## src/rtl/parity_rr_scheduler.sv

```systemverilog
// rtl/parity_rr_scheduler.sv - round-robin arbiter feeding a shared registered parity unit
// One request is in flight at a time: IDLE grants, CALC computes parity, RESP holds the result.
module parity_rr_scheduler #(
  parameter int WIDTH = 8,
  parameter int NREQ  = 4
) (
  input  logic                       clk,
  input  logic                       rst_n,
  input  logic [NREQ-1:0]            req_valid,
  output logic [NREQ-1:0]            req_ready,
  input  logic [NREQ*WIDTH-1:0]      req_data,
  input  logic [NREQ-1:0]            req_odd,
  output logic                       rsp_valid,
  input  logic                       rsp_ready,
  output logic [WIDTH-1:0]           rsp_data,
  output logic                       rsp_parity,
  output logic [$clog2(NREQ)-1:0]    rsp_id,
  output logic                       busy
);

  localparam int IDW = $clog2(NREQ);

  typedef enum logic [1:0] {IDLE, CALC, RESP} state_t;

  state_t         state;
  state_t         state_nxt;
  logic [IDW-1:0] ptr;
  logic [IDW-1:0] winner;
  logic           found;
  logic           grant;
  logic           mode_q;

  // Scan starting at ptr and wrapping modulo NREQ; first valid requester wins.
  always_comb begin : arbiter
    logic [IDW-1:0] idx;
    found  = 1'b0;
    winner = '0;
    idx    = '0;
    for (int i = 0; i < NREQ; i++) begin
      idx = IDW'((int'(ptr) + i) % NREQ);
      if (!found && req_valid[idx]) begin
        found  = 1'b1;
        winner = idx;
      end
    end
  end

  assign grant = (state == IDLE) && found;
  assign busy  = (state != IDLE);

  // Held low while reset is asserted so no requester sees a spurious accept.
  always_comb begin
    req_ready = '0;
    if (rst_n && grant) begin
      req_ready[winner] = 1'b1;
    end
  end

  always_ff @(posedge clk or negedge rst_n) begin
    if (!rst_n) begin
      state <= IDLE;
    end else begin
      state <= state_nxt;
    end
  end

  always_comb begin
    state_nxt = state;
    case (state)
      IDLE:    if (grant) state_nxt = CALC;
      CALC:    state_nxt = RESP;
      RESP:    if (rsp_ready) state_nxt = IDLE;
      default: state_nxt = IDLE;
    endcase
  end

  always_ff @(posedge clk or negedge rst_n) begin
    if (!rst_n) begin
      ptr        <= '0;
      mode_q     <= 1'b0;
      rsp_valid  <= 1'b0;
      rsp_data   <= '0;
      rsp_parity <= 1'b0;
      rsp_id     <= '0;
    end else begin
      case (state)
        IDLE: begin
          if (grant) begin
            rsp_data <= req_data[winner*WIDTH +: WIDTH];
            mode_q   <= req_odd[winner];
            rsp_id   <= winner;
            ptr      <= (winner == IDW'(NREQ - 1)) ? '0 : winner + 1'b1;
          end
        end
        CALC: begin
          rsp_parity <= (^rsp_data) ^ mode_q;
          rsp_valid  <= 1'b1;
        end
        RESP: begin
          if (rsp_ready) begin
            rsp_valid <= 1'b0;
          end
        end
        default: rsp_valid <= 1'b0;
      endcase
    end
  end

endmodule
```

## config.mk

```make
export PLATFORM = sky130hd
export DESIGN_NAME = parity_rr_scheduler
export DESIGN_NICKNAME = d
export VERILOG_FILES = /design/src/rtl/parity_rr_scheduler.sv
export SDC_FILE = /design/constraint.sdc
export NUM_CORES = 1
export LEC_CHECK = 0
export BUFFER_PORTS_ARGS = -buffer_cell sky130_fd_sc_hd__buf_2
export CAP_MARGIN = 30
export CORE_MARGIN = 2
export CORE_UTILIZATION = 49
export DETAILED_ROUTE_END_ITERATION = 7
export GPL_TIMING_DRIVEN = 1
export PLACE_DENSITY = 0.85
export SLEW_MARGIN = 20
export SYNTH_ARGS = -nofsm -noshare
export SYNTH_HDL_FRONTEND = slang
export SYNTH_SLANG_ARGS = --single-unit
```

## constraint.sdc

```tcl
create_clock -name clk -period 4.3 [get_ports clk]
set_clock_uncertainty 0.15 [all_clocks]
set_input_delay 0.215 -clock clk [delete_from_list [all_inputs] [get_ports clk]]
set_output_delay 0.215 -clock clk [all_outputs]
set_load 0.02 [all_outputs]
```

# Word-level counts from Yosys, hierarchy flattened
# Index checks and enable logic that the tools add are counted.
# classes
n_reduce_logical	15
shift	1
n_bitwise	2
multipliers	0
div_mod_pow	0
mux	27
addsub	4
n_eq_ne	5
order_cmp	6
# ops
cell	n
32-bit by 6-bit indexed part select with 8-bit output	1
2-bit by 3-bit < comparator with 1-bit output, second input constant	5
2-bit 2-to-1 mux	7
1-bit 2-to-1 mux	11
1-bit binary-select mux with 2-bit select	5
8-bit XOR reduction	1
1-bit logical AND	6
2-bit one-hot mux with 3 select lines	1
2-bit AND reduction	3
2-bit by 1-bit adder with 2-bit output, second input constant	2
2-bit adder, second input constant	2
2-bit == test, second input constant	2
4-bit 2-to-1 mux	1
2-bit != test, second input constant	2
1-bit logical NOT	3
1-bit one-hot mux with 3 select lines	1
1-bit demux with 2-bit select	1
2-bit by 1-bit == test with 1-bit output, second input constant	1
2-bit by 1-bit >= comparator with 1-bit output, second input constant	1
2-bit logical NOT	1
2-bit nonzero test	1
1-bit inverter	1
1-bit XOR	1
# totals
latchBits	0
input_bits	43
word_cells	67
memories	0
mem_bits_rw	0
rom_bits	0
out_inout_bits	17
register_bits	17

# Longest topological paths before layout
# Gate-level depths: netlist of the first run.
# logic_depth
depth_word	17
mapped_depth	8
depth_no_buf	5

# Worst setup path before layout of the first run
# No wires, ideal clock.
# synth_timing
kind	reg2out
start	register state[0]
end	output req_ready[1]
setup_slack_ps	2334
required_time_ps	3935
stages_incl_launch_ff	6
n_path_buf	1
arrival_ps	1601
cell_sequence	dfrtp_1 -> or2_2 -> nor2_2 -> buf_2 -> nand3_1 -> nor2_1
# synth_between
elab_chain_cells	4
# synth_rtl
item	line	text
start: declaration	25	state_t state;
start signal: assignment	63	state <= state_nxt;
2-bit logical NOT	48	assign grant = (state == IDLE) && found;
1-bit logical AND	48	
1-bit logical AND	54	if (rst_n && grant) begin
4-bit 2-to-1 mux	54	
end: declaration	10	output logic [NREQ-1:0] req_ready,
# No other way between the ends.

# Worst setup path after layout of the first run
# layout_timing
start	register ptr[1]
end	output req_ready[2]
# layout_between
elab_chain_cells	17
word_cells_on_any_way	33
classes_between	add/sub: 3; order compare: 2; mux: 19; reduce/logical: 9
# layout_rtl
item	line	text
start: declaration	27	logic [IDW-1:0] ptr;
start signal: assignment	92	ptr <= (winner == IDW'(NREQ - 1)) ? '0 : winner + 1'b1;
parallel branches: the longest is 16 deep, another holds 2-bit by 3-bit < comparator with 1-bit output	-	
4-bit 2-to-1 mux *	54	
# Mark *: on every way between the ends. The select of a mux whose other input is x is not followed.

==> out/qor.yml, run 1 <==
drt-initial-drc-count: 17
worst-path-max-fanout: 19
first_pass_iters: 4
synthDistinctLibCells: 28
antenna_cells: 0
fp-row-count: 18
synth-main-ff-cell: "dfrtp_1"
yosys-top-cells-area: "dfrtp_1 (35%), mux2_4 (11%), o211a_1 (7.4%)"
yosysWarnings: 0
required_ps: 3930
p_seq_share_pct: 28.1
grt_overflow: 0
cts_buffers: 3
fp.dieH_microns: 53.7
yosys-top-cells-count: "dfrtp_1 (17), o21ai_0 (12), inv_1 (11), or2_2 (10)"
drv_cap: 0
ys_seq_area_share_pct: 35.2
grt_setup_unrepaired: "no"
hold_class: "in -> reg"
slew_viol_final: 0
synth_nets: 170
relSlewSlack_pct: 38.3
final_layout_size_suffix_gt1_share_pct: 45.7
cts_tree: "done"
wl_per_cell_microns: 13.1
grt_pass1_vias: 997
setup.worst_path.end_class: "output pin"
cts_buffer_depth: 2
synth.most_common_cell: "dfrtp_1"
outcome: "finished clean"
synth_compound_gate_area_share_pct: 24.4
routed_wl_microns: 2810
switching_share_pct: 44.5
worst-path-buf-inv: 1
synth_top_family_by_area: "compound AO/OA/AOI/OAI gates"
drc: 0
final.setup.tns_ps: 0
power.density_nw_per_um2: 718
grt_pass1_wl_microns: 4160
worstSetupPathType: "reg -> out"
synth.mux.area_fraction_pct: 12.9
grt_max_degree: 29
syn2layout_area_growth_pct: 26.3
dp_hpwl_microns: 2130
vias: 1131
path_clk_slew_ps: 110
combPwrFrac_pct: 63.9
port_buffers: 59
die_w_microns: 53.7
cts_root_buf: "clkbuf_4"
leakage_nw: 0.785
p_int_mw: 0.609
cp_top_family: "simple AND/OR/NAND/NOR gates"
synth-xor-area-share_pct: 6.51
fin_crit_ps: 2870
antenna_left: 0
dp_cells: 208
insertion_delay_ps: 280
tightest_slew_ps: 925
post_drt_via_cell_ratio: 5.29
synth-simple-area-share_pct: 12.9
ios: 60
cp_slowest_cell: "or2_1"
initial_core_util_pct: 50.2
ir_drop_uv: 394
p_switching_mw: 0.488
nets: 228
grt.total_usage_pct: 19.6
worstSetupStartpointType: "flop"
critPathArrivalTime_ps: 2510
hold_viol: 0
place_congestion: 0.728
instances_no_fill: 214
pwr-share-clk_pct: 8.0
cts_max_level: 1
synth_edf_count: 0
antenna_found_initial: 0
syn_avg_cell_area_sq_um: 9.53
ys_async_sr_fraction_pct: 100
syn_area_sq_um: 1210
synthAdderAreaFrac_pct: 0
finalCritPeriodShare_pct: 66.8
syn_inst: 127
ys_ff_latch: 17
yosys.area.top_type_share_pct: 35.2
max_stage_delay_ps: 760
core_area_sq_um: 2410
max_freq_mhz: 348
synth_area_leader_cell: "dfrtp_1"
path_cells: "mux2i_1, and2_1, or2_1, nand3_1, nor2_1, buf_2"
setup_viol: 0
clkSinkCount: 17
die-area_sq_um: 2880
postLayoutCoreUtil_pct: 63.4
[kinds of logic (layout without fill, tap and decap cells)]
kind of cell / count (synthesis) / count (layout)
compound gates: 40 / 40
simple gates: 31 / 31
buf+inv: 19 / 76
flops: 17 / 17
mux: 11 / 11
xor+xnor: 9 / 9
[per-layer routing]
layer,vias up,share of wire [%],GRT usage [%]
met1,516,42,22.7
met5,-,0,0
met2,44,50,36.0
met4,0,1.0,5.56
li1,567,-,-
met3,4,7.4,3.89
[cell type report]
type | instances | area (sq um)
fillers | 213 | 882
multi-input cells | 91 | 687
flip-flops and latches | 17 | 425
repair buffers | 61 | 310
inverters | 11 | 41.3
well taps | 30 | 37.5
clock buffers | 4 | 26.3
[through the flow]
stage               cell area, sq um  setup WS, ps  power [mW]  hold slack [ps]
floorplan                       1210          2330       0.871             -231
global placement                1490          1440       0.987             19.9
detailed placement              1490          1330        1.01             25.6
finish                          1530          1430        1.10             34.8
CTS                             1520          1010        1.10             38.9
global route                    1530          1290        1.18             57.3
[power groups by stage]
stage | clock network (mW) | registers (mW) | logic (mW)
final | 0.0875 | 0.309 | 0.700
after global routing | 0.0932 | 0.319 | 0.768
after CTS | 0.0870 | 0.309 | 0.703
after detailed placement | 0 | 0.313 | 0.699
after global placement | 0 | 0.308 | 0.679
after floorplan | 0 | 0.367 | 0.504
[placed cells by master, fill, tap and decap left out, types with 2 or more instances in the layout]
cell type | netlist | layout
a21oi_1 | 4 | 4
o2111ai_1 | 9 | 9
mux2_4 | 9 | 9
or2_2 | 10 | 10
nand3_1 | 2 | 2
inv_1 | 11 | 11
clkbuf_4 | 0 | 3
o211a_1 | 9 | 9
dfrtp_1 | 17 | 17
xnor2_1 | 8 | 8
o21ai_0 | 12 | 12
buf_2 | 3 | 59
nor2_1 | 8 | 8
nand2_1 | 6 | 6
o21a_1 | 2 | 2
[flip-flops by register name (all words and copies together), names as in the netlist]
signal	cells
rsp_valid	1
state	2
mode_q	1
ptr	2
rsp_parity	1
rsp_id	2
rsp_data	8
[repair_timing]
item	4_1_cts	5_1_grt
endpoints found under the hold margin	17	0
gates resized for setup	0	0
hold buffers	1	0
buffers inserted	0	0
[worst paths after layout]
path,start,end,slack [ps],cells after the start
setup reg to reg,ptr[1]$_DFFE_PN0P_,rsp_data[4]$_DFFE_PN0P_,1730,5
min in group asynchronous,rst_n,rsp_data[0]$_DFFE_PN0P_,240,2
hold / removal,rsp_ready,state[1]$_DFFE_PN0P_,30,4
hold reg to reg,rsp_parity$_DFFE_PN0P_,rsp_parity$_DFFE_PN0P_,340,2
setup / recovery,ptr[1]$_DFFE_PN0P_,req_ready[2],1430,6
max in group asynchronous,rst_n,ptr[1]$_DFFE_PN0P_,3470,2
[worst register-to-register path, cell delays in order, from the launching register on]
cell     delay [ps]
dfrtp_1         460
mux2i_1         200
and2_1          330
or2_1           760
mux2_4          360
o211a_1         210
(Power assumes the default switching activity.)
==> run 2: changes to the inputs <==
Settings changed: ABC_AREA from default to 1, CORE_UTILIZATION 49 to 48, PLACE_DENSITY 0.85 to 0.8.
Clock period 4.3 ns to 2.9 ns, I/O delays scaled along.
==> run 2 against run 1 <==
  * Wire length is 18% higher
  * Sequential cell count stayed put
  * Highest routed layer unchanged
  * Die area is 18% higher
  * Largest power group unchanged
==> out/qor.yml, run 2 <==
outcome: "finished clean"
synth_area_leader_cell: "nand2_1"
whs_ps: 86.5  # +51.8 ps
port_buffers: 59  # unchanged
routed.top_layer: "met4"
ys_async_sr_fraction_pct: 100  # unchanged
crit_start: "ptr[0]$_DFFE_PN0P_"
grt_pass1_wl_microns: 5660  # +36%
wl_per_cell_microns: 10.4  # -21%
insertion_delay_ps: 290  # about the same
setup_viol: 0  # unchanged
first_pass_iters: 5  # +1
max_stage_delay_ps: 510  # -250 ps
core_area_sq_um: 2780  # +15%
synth-main-ff-cell: "dfrtp_1"
syn2layout_area_growth_pct: 23.1
drc: 0  # unchanged
ys_seq_area_share_pct: 30.0  # -5.1 points
place_congestion: 0.827  # +14%
critPathArrivalTime_ps: 2390  # -120 ps
worstHoldStart: "req_data[6]"
relSlewSlack_pct: 71.8  # +34 points
post_drt_via_cell_ratio: 4.97  # -6.0%
fin_crit_ps: 2680
grt_max_degree: 23  # -21%
worst-path-buf-inv: 3  # +2
hold_class: "in -> reg"
cts_buffers: 3  # unchanged
synthDistinctLibCells: 22  # -21%
syn_area_sq_um: 1420  # +17%
worst-path-max-fanout: 22  # +3
nFillCells: 276  # +30%
met3_length_microns: 183  # -12%
syn_avg_cell_area_sq_um: 6.13  # -36%
reg2reg_from: "ptr[0]$_DFFE_PN0P_"
cts_tree: "done"
ys_ff_latch: 17  # unchanged
cp_slowest_cell: "dfrtp_2"
cts_root_buf: "clkbuf_4"
max_freq_mhz: 373
syn_inst: 231  # +82%
fp-row-count: 19  # +1
ios: 60  # unchanged
fp.dieH_microns: 58.3  # +8.6%
tightest_slew_ps: 422  # -503 ps
top_register: "rsp_data"
drt-initial-drc-count: 61  # +44
path_clk_slew_ps: 90  # -20 ps
yosys-top-cells-count: "nand2_1 (133), nand3_1 (23), dfrtp_1 (17), inv_1 (8), nand2_2 (6)"
synth_edf_count: 0  # unchanged
initial_core_util_pct: 50.9  # +0.71 points
slew_viol_final: 0  # unchanged
antenna_left: 0  # unchanged
dp_hpwl_microns: 2650  # +24%
ir_drop_uv: 949  # +140%
power.density_nw_per_um2: 1470  # +110%
final_layout_size_suffix_gt1_share_pct: 28.7  # -17 points
die_w_microns: 58.3  # +8.6%
cts_max_level: 1  # unchanged
grt_setup_unrepaired: "no"
routed-wl-met2_microns: 1560  # +12%
path_cells: "inv_2, nand2_1, nand3_1, nand2_1, a21oi_2, nand2_2, nand2_8, inv_2, nor3_1, buf_2"
drt-met1-wl_microns: 1530  # +30%
cts_buffer_depth: 2  # unchanged
setup.worst_path.end_class: "output pin"
drv_cap: 0  # unchanged
worstSetupPathType: "reg -> out"
layout_commonest_cell: "nand2_1"
finalCritPeriodShare_pct: 92.4
final.setup.tns_ps: 0  # unchanged
vias: 1589  # +40%
synth.most_common_cell: "nand2_1"
cp_top_family: "simple AND/OR/NAND/NOR gates"
yosysWarnings: 0  # unchanged
grt_overflow: 0  # unchanged
leakage_nw: 1.08  # +37%
antenna_found_initial: 0  # unchanged
largest_reg_flops: 8  # unchanged
yosys.area.top_type_share_pct: 35.2  # +0.087 points
grt_pass1_vias: 1490  # +49%
antenna_cells: 0  # unchanged
grt.total_usage_pct: 21.5  # +1.9 points
routed_wl_microns: 3320  # +18%
clkSinkCount: 17  # unchanged
yosys-top-cells-area: "nand2_1 (35%), dfrtp_1 (30%), nand3_1 (8.1%)"
die-area_sq_um: 3400  # +18%
worstSetupStartpointType: "flop"
hold_viol: 0  # unchanged
nets: 333  # +46%
required_ps: 2610  # -1320 ps
layout_common_cells: "nand2_1 (133), buf_2 (59), nand3_1 (23), dfrtp_1 (16), inv_1 (8)"
synth_nets: 274  # +61%
run 2: cell types whose count changed after synthesis, moves of 3 or more:
cell | previous run | this run
mux2_4 | 9 | 0
o211a_1 | 9 | 0
xnor2_1 | 8 | 5
inv_2 | 0 | 4
nor2_1 | 8 | 5
nand3_1 | 2 | 23
buf_4 | 0 | 3
o21ai_0 | 12 | 4
a21oi_1 | 4 | 0
o2111ai_1 | 9 | 0
nand2_2 | 0 | 6
nand2_1 | 6 | 133
or2_2 | 10 | 0
inv_1 | 11 | 8
run 2: final cells by class:
cell class | count | area, sq um | area share (%)
Multi-Input combinational cell | 193 | 877 | 50.3
Sequential cell | 17 | 427 | 24.5
Timing Repair Buffer | 63 | 330 | 18.9
Inverter | 12 | 45.0 | 2.58
Tap cell | 31 | 38.8 | 2.22
Clock buffer | 4 | 26.3 | 1.51
run 2: path summary, 6_finish.rpt:
kind	slack, ps	to	cells after the start
worst min register to register	320	rsp_valid$_DFFE_PN0P_	2
max in group asynchronous	2160	ptr[0]$_DFFE_PN0P_	2
worst max-delay path	220	req_ready[2]	10
worst min-delay path	90	rsp_data[6]$_DFFE_PN0P_	7
worst max register to register	690	rsp_data[2]$_DFFE_PN0P_	13
min in group asynchronous	140	mode_q$_DFFE_PN0P_	2
run 2: timing repair:
| action | 4_1_cts | 5_1_grt |
|---|---|---|
| setup buffers | 0 | 0 |
| hold buffers | 2 | 0 |
| endpoints found under the hold margin | 18 | 0 |
| resized for setup | 0 | 2 |
| setup endpoints to repair | 0 | 4 |
run 2: power by group:
group	leakage (nW)	internal (mW)	switching [mW]	total (mW)
clock network	0.0150	0.0535	0.0699	0.123
logic	0.851	0.678	1.30	1.98
registers	0.211	0.364	0.109	0.473
run 2: logic make-up (layout without fill, tap and decap cells):
group                     after synthesis  in the layout  synth area share [%]
AOI/OAI and AO/OA                       7              7                  2.74
xor gates and xnor gates                8              8                  4.95
and+or+nand+nor                       178            178                  53.6
DFF                                    17             17                  30.0
buffers and inverters                  21             79                  8.66
run 2: layer usage:
layer / vias up / global-route usage [%]
met5: - / 0
li1: 829 / -
met4: 0 / 6.31
met2: 62 / 39.2
met3: 7 / 3.96
met1: 691 / 25.5
run 2: worst register-to-register path: stages (launching register included):
cell and delay (ps):
dfrtp_2 510, inv_2 150, nand2_1 100, nand3_1 70
nand2_1 100, a21oi_2 160, nand2_2 260, nand2_8 260
nand2_1 90, nand2_1 60, nand2_1 50, nand2_1 80
nand2_1 60, nand2_1 60
run 2: through the flow:
stage,total power [mW],cell area (sq um),setup WS [ps],instances,util (%)
after CTS,2.56,1730,77.6,320,62.3
after global placement,2.41,1690,450,314,60.7
after floorplan,2.14,1420,779,231,-
final,2.57,1740,220,320,62.7
after global routing,2.87,1740,14.7,320,62.7
after detailed placement,2.43,1690,411,314,60.7
